<file path="src/rtl/serial_run_tx_if.sv">
// Bundled start/data handshake and serial/status outputs of serial_run_tx.
// master = stimulus side, slave = transmitter.
interface serial_run_tx_if #(
  parameter int WIDTH = 8,
  parameter int CNT_W = 4
);
  logic             start;
  logic [WIDTH-1:0] data_in;
  logic             x_out;
  logic             busy;
  logic             done;
  logic [CNT_W-1:0] hit_count;

  modport master (output start, data_in, input x_out, busy, done, hit_count);
  modport slave  (input start, data_in, output x_out, busy, done, hit_count);
endinterface

</file>
<file path="src/rtl/serial_run_tx.sv">
// Framed MSB-first serial transmitter that also predicts how many cycles a
// 3-or-more-consecutive-ones Mealy detector will flag for each frame.
module serial_run_tx #(
  parameter int WIDTH = 8,
  parameter int CNT_W = 4
) (
  input  logic             clk,
  input  logic             rst,
  serial_run_tx_if.slave   bus,
  output logic [2:0]       state_dbg
);
  localparam int IDX_W = (WIDTH > 1) ? $clog2(WIDTH) : 1;

  typedef enum logic [2:0] {
    S_IDLE  = 3'd0,
    S_GUARD = 3'd1,
    S_SHIFT = 3'd2,
    S_TAIL  = 3'd3,
    S_DONE  = 3'd4
  } state_t;

  state_t           state, state_nx;
  logic [WIDTH-1:0] sh, sh_nx;
  logic [1:0]       run, run_nx;
  logic [CNT_W-1:0] hit, hit_nx;
  logic [IDX_W-1:0] idx, idx_nx;
  logic             x_q, x_nx;
  logic             busy_q, busy_nx;
  logic             done_q, done_nx;

  // Handshake: start is a level request honoured only on an edge seen in IDLE;
  // data_in is captured on that same edge. There is no back-pressure -- the
  // requester watches busy/done to know when another request will be taken.
  always_ff @(posedge clk or negedge rst) begin
    if (!rst) begin
      state  <= S_IDLE;
      sh     <= '0;
      run    <= '0;
      hit    <= '0;
      idx    <= '0;
      x_q    <= 1'b0;
      busy_q <= 1'b0;
      done_q <= 1'b0;
    end else begin
      state  <= state_nx;
      sh     <= sh_nx;
      run    <= run_nx;
      hit    <= hit_nx;
      idx    <= idx_nx;
      x_q    <= x_nx;
      busy_q <= busy_nx;
      done_q <= done_nx;
    end
  end

  // x_q holds the payload bit currently on the line, so the run/hit update in
  // SHIFT looks at exactly the bit the detector is seeing this cycle.
  always_comb begin
    state_nx = state;
    sh_nx    = sh;
    run_nx   = run;
    hit_nx   = hit;
    idx_nx   = idx;
    x_nx     = 1'b0;
    busy_nx  = 1'b0;
    done_nx  = 1'b0;
    case (state)
      S_IDLE: begin
        if (bus.start) begin
          sh_nx    = bus.data_in;
          hit_nx   = '0;
          run_nx   = '0;
          busy_nx  = 1'b1;
          state_nx = S_GUARD;
        end
      end
      S_GUARD: begin
        busy_nx  = 1'b1;
        idx_nx   = IDX_W'(WIDTH - 1);
        x_nx     = sh[WIDTH-1];
        sh_nx    = {sh[WIDTH-2:0], 1'b0};
        state_nx = S_SHIFT;
      end
      S_SHIFT: begin
        busy_nx = 1'b1;
        if (x_q) begin
          run_nx = (run == 2'd3) ? 2'd3 : run + 2'd1;
          if (run >= 2'd2) hit_nx = hit + CNT_W'(1);
        end else begin
          run_nx = 2'd0;
        end
        if (idx == '0) begin
          state_nx = S_TAIL;
        end else begin
          idx_nx = idx - IDX_W'(1);
          x_nx   = sh[WIDTH-1];
          sh_nx  = {sh[WIDTH-2:0], 1'b0};
        end
      end
      S_TAIL: begin
        done_nx  = 1'b1;
        state_nx = S_DONE;
      end
      S_DONE: begin
        state_nx = S_IDLE;
      end
      default: begin
        state_nx = S_IDLE;
      end
    endcase
  end

  assign bus.x_out     = x_q;
  assign bus.busy      = busy_q;
  assign bus.done      = done_q;
  assign bus.hit_count = hit;
  assign state_dbg     = state;
endmodule

</file>
<file path="src/flat_wrapper.sv">
// flat-port wrapper written by rule: the top's interface ports become plain ports
module serial_run_tx_flat 
#(
  parameter int WIDTH = 8,
  parameter int CNT_W = 4
)
  (clk, rst, state_dbg, bus_start, bus_data_in, bus_x_out, bus_busy, bus_done, bus_hit_count);
  serial_run_tx_if #(.WIDTH(WIDTH), .CNT_W(CNT_W)) bus_i ();
  input  logic clk;
  input  logic rst;
  output logic [2:0] state_dbg;
  input wire logic [$bits(bus_i.start)-1:0] bus_start;
  input wire logic [$bits(bus_i.data_in)-1:0] bus_data_in;
  output wire logic [$bits(bus_i.x_out)-1:0] bus_x_out;
  output wire logic [$bits(bus_i.busy)-1:0] bus_busy;
  output wire logic [$bits(bus_i.done)-1:0] bus_done;
  output wire logic [$bits(bus_i.hit_count)-1:0] bus_hit_count;
  assign bus_i.start = bus_start;
  assign bus_i.data_in = bus_data_in;
  assign bus_x_out = bus_i.x_out;
  assign bus_busy = bus_i.busy;
  assign bus_done = bus_i.done;
  assign bus_hit_count = bus_i.hit_count;
  serial_run_tx #(.WIDTH(WIDTH), .CNT_W(CNT_W)) u_core (.clk(clk), .rst(rst), .bus(bus_i), .state_dbg(state_dbg));
endmodule
</file>
<file path="config.mk">
export PLATFORM = sky130hd
export DESIGN_NAME = serial_run_tx_flat
export DESIGN_NICKNAME = d
export VERILOG_FILES = /design/src/rtl/serial_run_tx_if.sv /design/src/rtl/serial_run_tx.sv /design/src/flat_wrapper.sv
export SDC_FILE = /design/constraint.sdc
export NUM_CORES = 1
export LEC_CHECK = 0
export ABC_AREA = 1
export CORE_ASPECT_RATIO = 0.9
export CORE_UTILIZATION = 36
export CTS_CLUSTER_DIAMETER = 60
export DETAILED_ROUTE_END_ITERATION = 10
export PLACE_DENSITY = 0.56
export SLEW_MARGIN = 40
export SYNTH_ARGS = -nofsm -noshare
export SYNTH_HDL_FRONTEND = slang
export SYNTH_SLANG_ARGS = --single-unit
</file>
<file path="constraint.sdc">
create_clock -name clk -period 1.7 [get_ports clk]
set_input_delay 0.17 -clock clk [delete_from_list [all_inputs] [get_ports clk]]
set_output_delay 0.17 -clock clk [all_outputs]
set_load 0.05 [all_outputs]
</file>
==> results of run 1 <==
## cells in the final DEF, fill, tap and decap left out, types with 2 or more instances in the layout
cell | synthesis | routed
a21oi_1 | 3 | 3
buf_4 | 0 | 8
clkbuf_4 | 0 | 3
clkdlybuf4s50_1 | 0 | 12
dfrtp_1 | 23 | 23
ha_1 | 3 | 3
inv_1 | 13 | 13
inv_2 | 2 | 2
nand2_1 | 58 | 58
nand2_2 | 5 | 5
nand3_1 | 11 | 11
nand4_1 | 2 | 2
nor2_1 | 6 | 6
nor2_4 | 2 | 2
nor3_1 | 2 | 2
o21ai_1 | 5 | 5
## through the flow
stage                     total power, mW  instance area, um^2  setup WS [ps]  utilization (%)  cells
after floorplan                      2.13                 1170            188                -    143
after global placement               2.43                 1390            337             45.4    204
after detailed placement             2.46                 1390            269             45.4    204
after CTS                            2.72                 1420           66.0             46.2    208
after global routing                 2.94                 1420           23.1             46.2    208
final                                2.69                 1420           86.0             46.2    208
## logic make-up after synthesis
| logic type | after synthesis |
|---|---|
| xor gates and xnor gates | 2 |
| adders and majority gates | 3 |
| DFF | 23 |
| and+or+nand+nor | 89 |
| AOI/OAI and AO/OA | 9 |
| buffers and inverters | 17 |
## cell usage after synthesis
master / count / area, um^2
or2_0: 1 / 6.26
inv_2: 2 / 7.51
nor3_1: 2 / 10.0
nor2_8: 1 / 20.0
nand2_2: 5 / 31.3
inv_1: 13 / 48.8
buf_6: 2 / 22.5
a21oi_1: 3 / 15.0
nor2_4: 2 / 22.5
xnor2_1: 1 / 8.76
nand3_4: 1 / 17.5
nand3_1: 11 / 55.1
dfrtp_1: 23 / 576
nor2_1: 6 / 22.5
o22ai_1: 1 / 6.26
ha_1: 3 / 37.5
o21ai_1: 5 / 25.0
nand2_1: 58 / 218
xor2_1: 1 / 8.76
nand4_1: 2 / 12.5
## routing by layer
layer | track usage, % | part of all wire (%) | vias to the layer above
met5 | 0 | 0 | -
met4 | 2.99 | 0.85 | 0
met3 | 3.69 | 2.7 | 2
met2 | 24.3 | 46 | 11
met1 | 17.8 | 50 | 423
li1 | - | - | 492
## worst min-delay path by stage
stage                       start                   to  slack (ps)  cells after the start
floorplan                     rst      u_core.bus.busy        -130                      0
global placement     u_core.sh[7]         u_core.sh[7]         470                      2
detailed placement  u_core.idx[0]        u_core.idx[0]         470                      1
CTS                           rst      u_core.bus.done         200                      2
global route                  rst        u_core.run[1]         210                      2
finish                        rst  u_core.state_dbg[0]         200                      2
## power by group
part	switching, mW	internal (mW)
clock	0.166	0.0879
combinational	1.01	0.481
sequential	0.180	0.766
## registers in the layout (all words and copies together) (netlist names)
| signal | count |
|---|---|
| u_core.sh | 8 |
| u_core.state_dbg | 3 |
| u_core.idx | 3 |
| u_core.bus.busy | 1 |
| u_core.bus.x_out | 1 |
| u_core.bus.done | 1 |
| u_core.run | 2 |
| u_core.bus.hit_count | 4 |
## layout make-up
| type | count | area [um^2] |
|---|---|---|
| clock buffers | 3 | 22.5 |
| clock inverters | 1 | 5.00 |
| fillers | 321 | 1650 |
| inverters | 15 | 56.3 |
| multi-input cells | 103 | 517 |
| flip-flops and latches | 23 | 576 |
| well taps | 42 | 52.6 |
| repair buffers | 21 | 189 |
==> impl_metrics.py, run 1 <==
metrics = {
    "outcome": {
        "status": "finished, final reports clean",
    },
    "setup_path": {
        "crit_fanout": 1,
        "reg2reg_depth": 6,
        "critPathTopFamily": "buffers and inverters",
        "crit_end": "bus_done",
        "critPathLaunchType": "flip-flop",
        "path_class": "flip-flop to output port",
        "end_kind": "output port",
        "cp_data_required_time_ps": 1530,
        "crit_arrival_ps": 1440,
        "cp_num_buf_inv": 1,
        "crit_path_max_incr_delay_ps": 790,
        "crit_chain": "clkdlybuf4s50_1",
        "crit_slowest_cell": "clkdlybuf4s50_1",
        "reg2reg_to": "u_core.idx[2]",
        "r2r_slack_ps": 260,
        "rr_startpoint": "u_core.state_dbg[0]",
        "cp.depth": 1,
        "startpoint": "u_core.bus.done",
    },
    "global_route": {
        "grt_pass1_vias": 857,
        "grt_antenna_before_repair": 0,
        "globalRouteOverflowTotal": 0,
        "grt_max_degree": 24,
        "grt_util_all_layers_pct": 14.1,
        "grt_pass1_wl_mm": 3.84,
    },
    "synth": {
        "yosys.area_share.simple_pct": 35.5,
        "synthAdderAreaFrac_pct": 3.21,
        "synth_top_family_by_area": "simple AND/OR/NAND/NOR gates",
        "synth_cell_types": 20,
        "synth_nets": 157,
        "synth-seq-cells": 23,
        "synth-xor-area-share_pct": 1.50,
        "synth_compound_area_share_pct": 3.95,
        "syn_area_per_cell_um2": 8.19,
        "synthMuxAreaShare_pct": 0,
        "synth_area_um2": 1170,
        "seq_area_frac_synth_pct": 49.1,
        "syn_inst": 143,
        "ys_warn_count": 0,
    },
    "flow_run": {
        "drv_cap": 0,
    },
    "floorplanning": {
        "initial_utilization_pct": 38.2,
        "io-pin-count": 21,
        "rows": 19,
        "die_w_um": 62.1,
        "die_h_um": 56.1,
        "die-area_um2": 3490,
        "core_um2": 3070,
    },
    "cts": {
        "cts.sink_count": 23,
        "cts_buffer_depth": 2,
        "cts_tree": "built",
        "htree_levels": 1,
        "numCtsBuffers": 3,
        "cts_resized": 1,
        "cts_setup_buffers": 0,
        "cts_root_buf": "clkbuf_4",
        "clk_latency_ps": 310,
        "path_clk_slew_ps": 130,
        "postCtsHoldBufs": 0,
    },
    "finish": {
        "fin_nets": 181,
        "area_growth_pct": 21.0,
        "diodes": 0,
        "drive_gt1_share_pct": 13.9,
    },
    "min_path": {
        "hold_path_class": "input port to asynchronous set/reset pin",
    },
    "sta": {
        "fin_hold_ws_ps": 197,
        "fmax_mhz": 620,
        "setup_viol_count_final": 0,
        "fin_tns_setup_ps": 0,
        "fin_crit_sh_pct": 94.9,
        "relSlewSlack_pct": 67.2,
        "worst_slew_pin_slew_ps": 490,
        "finalHoldViolCount": 0,
        "finalClockSkew_ps": 2.67,
        "finalCriticalPeriod_ps": 1610,
        "rsz0062_at_grt": "no",
        "maxSlewViolCount": 0,
    },
    "power_and_ir_drop": {
        "power.leakage_nw": 0.744,
        "power_density_nw_per_um2": 1900,
        "peakVddDrop_uv": 776,
    },
    "place": {
        "dpl.hpwl_mm": 1.70,
        "portBuffers": 20,
        "place_congestion": 0.721,
    },
    "routing": {
        "drtIter0Drc": 16,
        "vias": 928,
        "post_drt_via_cell_ratio": 4.46,
        "routed_wl_mm": 2.25,
        "wire_per_inst_um": 10.8,
        "drtPass1Iterations": 4,
        "ant_nets": 0,
        "drc_errors": 0,
    },
}
No activity file was read; power rests on OpenSTA's default activity.
==> run 2: changes to the inputs <==
--- a/config.mk
+++ b/config.mk
@@ -7,10 +7,10 @@
 export LEC_CHECK = 0
 export ABC_AREA = 1
 export CORE_ASPECT_RATIO = 0.9
-export CORE_UTILIZATION = 36
+export CORE_UTILIZATION = 51
 export CTS_CLUSTER_DIAMETER = 60
 export DETAILED_ROUTE_END_ITERATION = 10
-export PLACE_DENSITY = 0.56
+export PLACE_DENSITY = 0.76
 export SLEW_MARGIN = 40
 export SYNTH_ARGS = -nofsm -noshare
 export SYNTH_HDL_FRONTEND = slang
==> run 2 against run 1 <==
Effect of this change: fmax fell by 0.43%; sequential share of layout area rose by 0.62 points; sequential power barely moved; clock power barely moved; combinational power barely moved; final cell count fell by 7.2%; register-to-register slack barely moved; global-route usage rose by 6.2 points; critical endpoint is now bus_busy; die area fell by 29%; largest cell class unchanged.
==> impl_metrics.py, run 2 (synthesis results as in run 1) <==
metrics = {
    "setup_path": {
        "crit_path_max_incr_delay_ps": 790,
        "cp_data_required_time_ps": 1530,
        "end_kind": "output port",
        "crit_slowest_cell": "clkdlybuf4s50_1",
        "path_class": "flip-flop to output port",
        "crit_arrival_ps": 1450,
        "critPathTopFamily": "buffers and inverters",
        "crit_fanout": 1,
        "crit_chain": "clkdlybuf4s50_1",
        "critPathLaunchType": "flip-flop",
        "cp_num_buf_inv": 1,
    },
    "sta": {
        "fmax_mhz": 617,
        "maxSlewViolCount": 0,
        "fin_tns_setup_ps": 0,
        "setup_viol_count_final": 0,
        "fin_hold_ws_ps": 188,
        "fin_ws_ps": 79.0,
        "finalHoldViolCount": 0,
        "relSlewSlack_pct": 67.3,
        "finalCriticalPeriod_ps": 1620,
        "fin_crit_sh_pct": 95.4,
        "worst_slew_pin_slew_ps": 489,
        "finalClockSkew_ps": 4.91,
        "rsz0062_at_grt": "no",
    },
    "global_route": {
        "grt_util_all_layers_pct": 20.3,
        "globalRouteOverflowTotal": 0,
        "grt_pass1_wl_mm": 3.57,
        "grt_antenna_before_repair": 0,
        "grt_max_degree": 24,
        "grt_pass1_vias": 837,
    },
    "power_and_ir_drop": {
        "peakVddDrop_uv": 1100,
        "power.leakage_nw": 0.738,
        "switching_share_pct": 50.0,
        "comb_power_share_pct": 55.2,
        "power_frac_seq_pct": 35.4,
        "switchingPower_mw": 1.34,
        "power_density_nw_per_um2": 1920,
        "intPower_mw": 1.34,
        "finalPower_mw": 2.68,
        "p_clk_share_pct": 9.4,
    },
    "floorplanning": {
        "die_h_um": 47.5,
        "rows": 16,
        "die_w_um": 52.5,
        "io-pin-count": 21,
        "core_um2": 2160,
        "initial_utilization_pct": 54.2,
        "die-area_um2": 2490,
    },
    "min_path": {
        "hold_path_class": "input port to asynchronous set/reset pin",
    },
    "cts": {
        "cts.sink_count": 23,
        "clk_latency_ps": 310,
        "cts_resized": 0,
        "path_clk_slew_ps": 120,
        "htree_levels": 1,
        "numCtsBuffers": 3,
        "cts_tree": "built",
        "cts_buffer_depth": 2,
        "cts_root_buf": "clkbuf_4",
        "cts_setup_buffers": 0,
        "postCtsHoldBufs": 0,
    },
    "finish": {
        "drive_gt1_share_pct": 13.9,
        "fin_nets": 181,
        "multiInputGateArea_um2": 517,
        "seq_area_um2": 576,
        "final_common_cell": "nand2_1",
        "final_cell_area_um2": 1400,
        "top_register": "u_core.sh",
        "largest_reg_flops": 8,
        "area_growth_pct": 19.2,
        "diodes": 0,
        "final_cell_mix": "nand2_1, dfrtp_1, inv_1",
        "layout.cells.non_filler": 193,
        "fin_util_pct": 64.6,
        "fill_cells": 181,
    },
    "routing": {
        "drtIter0Drc": 18,
        "vias": 943,
        "post_drt_via_cell_ratio": 4.89,
        "ant_nets": 0,
        "drc_errors": 0,
        "routed_wl_mm": 2.20,
        "wire_per_inst_um": 11.4,
        "drtPass1Iterations": 4,
    },
    "place": {
        "portBuffers": 20,
        "place_congestion": 0.724,
        "place_area_um2": 1370,
        "dpl.hpwl_mm": 1.62,
        "dp_cells": 189,
        "place_ws_ps": 268,
    },
    "flow_run": {
        "drv_cap": 0,
    },
    "outcome": {
        "status": "finished, final reports clean",
    },
}
run 2: final timing paths:
path                                     start       endpoint  slack [ps]  cells past startpoint
setup / recovery               u_core.bus.busy       bus_busy          80                      1
hold / removal                             rst   u_core.sh[1]         190                      2
setup reg to reg           u_core.state_dbg[0]  u_core.idx[2]         250                      6
hold reg to reg                   u_core.sh[0]   u_core.sh[0]         490                      2
max in group asynchronous                  rst  u_core.idx[1]        1280                      2
min in group clk                bus_data_in[0]   u_core.sh[0]         470                      5
run 2: metal layers:
metal	vias to the layer above	global-route usage, %	wire (um)
li1	493	-	-
met1	427	28.1	1060
met2	19	30.9	985
met3	4	2.86	100
met4	0	12.1	48
met5	-	0	0
run 2: area by class of cell:
| type | instances | area share, % |
|---|---|---|
| sequential | 23 | 41.2 |
| multi-input combinational | 103 | 37.0 |
| clock buffer | 4 | 1.88 |
| timing repair buffer | 21 | 13.4 |
| inverter | 15 | 4.03 |
| tap | 27 | 2.42 |
run 2: worst reg2reg max path, delay by kind of cell, from the launching register on:
kind | cells | cell delay, ps
simple gates | 6 | 870
flops | 1 | 490
run 2: power groups by stage:
| stage | sequential [mW] | clock [mW] | combinational (mW) |
|---|---|---|---|
| floorplan | 1.18 | 0 | 0.954 |
| detailed placement | 0.959 | 0 | 1.49 |
| finish | 0.949 | 0.252 | 1.48 |
| global route | 0.974 | 0.289 | 1.67 |
| global placement | 0.950 | 0 | 1.46 |
| CTS | 0.947 | 0.265 | 1.49 |
==> RTL change 1, RTL diff (config.mk and constraints of run 2) <==
`CNT_W` is set to 4 in 3 places; all go to 3.
--- a/src/rtl/serial_run_tx_if.sv
+++ b/src/rtl/serial_run_tx_if.sv
@@ -3,5 +3,5 @@
 interface serial_run_tx_if #(
   parameter int WIDTH = 8,
-  parameter int CNT_W = 4
+  parameter int CNT_W = 3
 );
   logic             start;
--- a/src/rtl/serial_run_tx.sv
+++ b/src/rtl/serial_run_tx.sv
@@ -3,5 +3,5 @@
 module serial_run_tx #(
   parameter int WIDTH = 8,
-  parameter int CNT_W = 4
+  parameter int CNT_W = 3
 ) (
   input  logic             clk,
--- a/src/flat_wrapper.sv
+++ b/src/flat_wrapper.sv
@@ -3,5 +3,5 @@
 #(
   parameter int WIDTH = 8,
-  parameter int CNT_W = 4
+  parameter int CNT_W = 3
 )
   (clk, rst, state_dbg, bus_start, bus_data_in, bus_x_out, bus_busy, bus_done, bus_hit_count);
Interface: changed (resized bus_hit_count); port bits go from 21 to 20. No check against the original RTL was run, so the function may have changed too.
==> RTL change 1 against run 2 <==
Count of clock-buffer cells in the layout stayed put; largest power group unchanged; worst setup slack worse by 0.012 ns; design area is 3.0% lower; die area is 4.3% lower; routed wire length is 1.4% higher; total power is 5.9% higher; maximum frequency is 0.73% lower; global-route usage is 0.87 points higher; synthesized area is 4.5% lower; largest cell class unchanged; sequential cell count is 1 lower.
==> RTL change 1: results <==
[min_path]
min_path_type = primary input to asynchronous set/reset pin

[cells_and_area]
drive_above_1_share_pct = 16.0
largest_reg_flops = 8
nFillCells = 175
largest-register = u_core.sh
antenna_cells = 0
final_cells = 187
nets = 177

[setup_path]
crit_family = buffers and inverters
slowest_delay_ns = 0.80
slowest_stage = clkdlybuf4s50_1
crit_fanout = 1
cp.arrival_ns = 1.46

[synth]
synth.top_cells.by_count = nand2_1 (49), dfrtp_1 (22), nand3_1 (18)
synthArstFlopShare_pct = 100
synthTopCellsByArea = dfrtp_1 (49%), nand2_1 (16%), nand3_1 (8.1%)
syn_inst = 139
syn_nets = 153
ys_seq_area_share_pct = 49.2
ys_warn_count = 0
ys_types = 21

[global_routing]
grt_first_pass_wirelength_mm = 3.63
grt_pass1_vias = 806
antenna_found_initial = 0
grt_max_degree = 23
track_usage_pct = 21.2

[flow_run]
cap_violations = 0

[placement]
hpwl_mm = 1.68
portBuffers = 19
gp_congestion = 0.746
dp_slack_ns = 0.381

[detailed_routing]
drc = 0
vias = 942
wl_mm = 2.23
first_pass_iters = 4
drt_iter0_markers = 19

[power_and_ir_drop]
ir_drop_v = 0.00136
p_leak_nw = 0.742

[clock_tree]
cts-root-buf = clkbuf_4
clk_pin_slew_ns = 0.12
cts_max_level = 1
numCtsBuffers = 3
postCtsSetupBuffers = 0
insertion_delay_ns = 0.32
cts_buffer_depth = 2
cts_resized = 0

[timing]
tightest_slew_ns = 0.500
clock_skew_ns = 0.00603

[outcome]
run_status = finished, final reports clean
## RTL change 1: kinds of logic (layout without fill, tap and decap cells)
group	after synthesis	count (layout)	share of synthesized area, %
XOR/XNOR	1	1	0.783
adder cells (fa/ha/maj)	3	3	3.36
multiplexers	1	1	0.895
AO/OA/AOI/OAI	7	7	3.24
AND/OR/NAND/NOR	89	89	36.2
buffers and inverters	16	39	6.26
flip-flops	22	22	49.2
## RTL change 1: final timing paths
| check | start | cells after the start | slack (ns) | end |
|---|---|---|---|---|
| max | u_core.bus.done$_DFF_PN0_ | 1 | 0.07 | bus_done |
| min in group clk | bus_data_in[0] | 5 | 0.46 | u_core.sh[0]$_DFFE_PN0P_ |
| max in group asynchronous | rst | 2 | 1.30 | u_core.idx[2]$_DFFE_PN0P_ |
| min reg2reg | u_core.sh[0]$_DFFE_PN0P_ | 2 | 0.50 | u_core.sh[0]$_DFFE_PN0P_ |
| min | rst | 2 | 0.18 | u_core.bus.done$_DFF_PN0_ |
| max reg2reg | u_core.state_dbg[1]$_DFFE_PN0P_ | 6 | 0.35 | u_core.idx[2]$_DFFE_PN0P_ |
## RTL change 1: area by class of cell
type	count	area share [%]
inverters	15	4.34
multi-input cells	101	36.7
well taps	25	2.31
repair buffers	20	13.3
clock buffers	4	2.68
flip-flops and latches	22	40.6
## RTL change 1: metrics by stage
step | total power (W) | cell area (µm²)
2_1_floorplan | 0.00215 | 1120
3_3_place_gp | 0.00250 | 1320
3_5_place_dp | 0.00255 | 1320
4_1_cts | 0.00285 | 1360
5_1_grt | 0.00307 | 1360
6_report | 0.00284 | 1360
## RTL change 1: layer usage
metal,GRT usage [%],vias up,routed length (µm)
li1,-,487,-
met1,28.5,439,1060
met2,33.8,14,1060
met3,7.59,2,105
met4,3.24,0,8
met5,0,-,0
## RTL change 1: where the power goes
group / internal [W] / switching, W
Clock: 0.000131 / 0.000160
Sequential: 0.000754 / 0.000183
Combinational: 0.000518 / 0.00109
==> RTL change 2, RTL diff (settings of run 2) <==
Without the edit above. Make the reset (`rst`) synchronous in one clocked block.
--- a/src/rtl/serial_run_tx.sv
+++ b/src/rtl/serial_run_tx.sv
@@ -32,5 +32,5 @@
   // data_in is captured on that same edge. There is no back-pressure -- the
   // requester watches busy/done to know when another request will be taken.
-  always_ff @(posedge clk or negedge rst) begin
+  always_ff @(posedge clk) begin
     if (!rst) begin
       state  <= S_IDLE;
Check against the original RTL: differs if rst is asserted again (counterexample within 4 cycles, from zero or initial values and one cycle with rst low); with rst held inactive, the same outputs for 10 cycles.
==> RTL change 2 against run 2 <==
Design area shrank 0.63%; routed wire length grew 12%; clock skew grew 0.0032 ns; sequential share of layout area shrank 8.0 points; critical endpoint is now bus_done; cell count grew 12%; via count grew 13%; worst setup slack gained 0.0039 ns; synthesized area shrank 1.2%; largest cell class is now multi-input gates; maximum frequency grew 0.24%; sequential cell count is the same.
Power is not compared: it rests on default switching activity, and its combinational part moved more than twofold at a synthesized area within 25%.
==> RTL change 2: results <==
[outcome]
run_status = finished, final reports clean

[power_and_ir_drop]
p_leak_nw = 0.682
ir_drop_v = 0.000825
internal-power_w = 0.000829

[global_routing]
antenna_found_initial = 0
track_usage_pct = 23.3
grt_pass1_vias = 964
grt_max_degree = 17
grt_first_pass_wirelength_mm = 4.11

[setup_path]
slowest_delay_ns = 0.79
cp.arrival_ns = 1.45
crit_family = buffers and inverters
slowest_stage = clkdlybuf4s50_1

[synth]
syn_nets = 184
dominantRegCellSynth = dfxtp_1
ys_seq_area_share_pct = 39.8
synthArstFlopShare_pct = 0
synthTopCellsByArea = dfxtp_1 (40%), nand2_1 (15%), nor2_1 (7.8%)
synth.top_cells.by_count = nand2_1 (47), nor2_1 (24), dfxtp_1 (23), inv_1 (23), nand3_1 (15)
ys_types = 20

[cells_and_area]
largest_reg_flops = 8
drive_above_1_share_pct = 9.42
nets = 206
antenna_cells = 0
largest-register = u_core.sh
nFillCells = 189

[placement]
hpwl_mm = 1.82
gp_congestion = 0.795
portBuffers = 20

[detailed_routing]
first_pass_iters = 4
drt_iter0_markers = 29
viasPerCell = 4.95
wl_mm = 2.46

[clock_tree]
cts_buffer_depth = 2
postCtsSetupBuffers = 0
numCtsBuffers = 3
cts-root-buf = clkbuf_4
cts_resized = 3
clk_pin_slew_ns = 0.14
cts_max_level = 1

[timing]
clock_skew_ns = 0.00811
tightest_slew_ns = 0.506

[min_path]
min_path_type = flop to flop
-- RTL change 2: worst register-to-register path, cell delays in order, from the launching register on --
cell,delay [ns]
dfxtp_1,0.32
inv_1,0.10
ha_1,0.16
inv_1,0.03
nor2_1,0.18
nand3_2,0.16
nand3_4,0.19
nand2_1,0.07
nand2_1,0.06
nor2_1,0.03
-- RTL change 2: logic make-up (layout without fill, tap and decap cells) --
family	count (synthesis)	count (layout)	share of synthesized area (%)
fa+ha+maj	3	3	3.24
flops	23	23	39.8
compound gates	17	17	7.35
buf+inv	28	49	10.4
simple gates	99	99	39.2
-- RTL change 2: per-layer routing --
layer  GRT usage (%)  wire length [µm]
met1            30.2              1190
met4            5.26                12
met2            38.7              1150
met3            6.80               101
met5               0                 0
-- RTL change 2: power by group through the flow --
stage	Clock [W]	Sequential, W	Combinational (W)
after detailed placement	0	0.000649	0.000404
after global routing	0.000298	0.000644	0.000461
after global placement	0	0.000648	0.000395
after CTS	0.000273	0.000638	0.000405
after floorplan	0	0.000679	0.000282
final	0.000267	0.000638	0.000403
-- RTL change 2: cell type report --
cell class / count / share of cell area, %
clock inverters: 1 / 0.361
multi-input cells: 119 / 41.6
flip-flops and latches: 23 / 33.2
repair buffers: 21 / 14.5
well taps: 25 / 2.25
clock buffers: 3 / 1.62
inverters: 24 / 6.49
-- RTL change 2: worst paths after layout --
kind                         startpoint                           to  slack [ns]  depth (start not counted)
min reg2reg   u_core.sh[7]$_SDFFE_PN0P_  u_core.bus.x_out$_SDFF_PN0_        0.46                          2
max          u_core.bus.done$_SDFF_PN0_                     bus_done        0.08                          1
min           u_core.sh[7]$_SDFFE_PN0P_  u_core.bus.x_out$_SDFF_PN0_        0.46                          2
max reg2reg  u_core.idx[0]$_SDFFE_PN0P_    u_core.sh[3]$_SDFFE_PN0P_        0.30                          9
-- RTL change 2: per-stage QoR --
step           utilization, %  worst slack (ns)  cells  area, µm²
2_1_floorplan               -             0.205    170       1160
3_3_place_gp             67.0             0.332    212       1360
3_5_place_dp             67.0             0.301    212       1360
4_1_cts                  68.2           0.00316    216       1380
5_1_grt                  68.5            0.0227    216       1390
6_report                 68.5            0.0829    216       1390
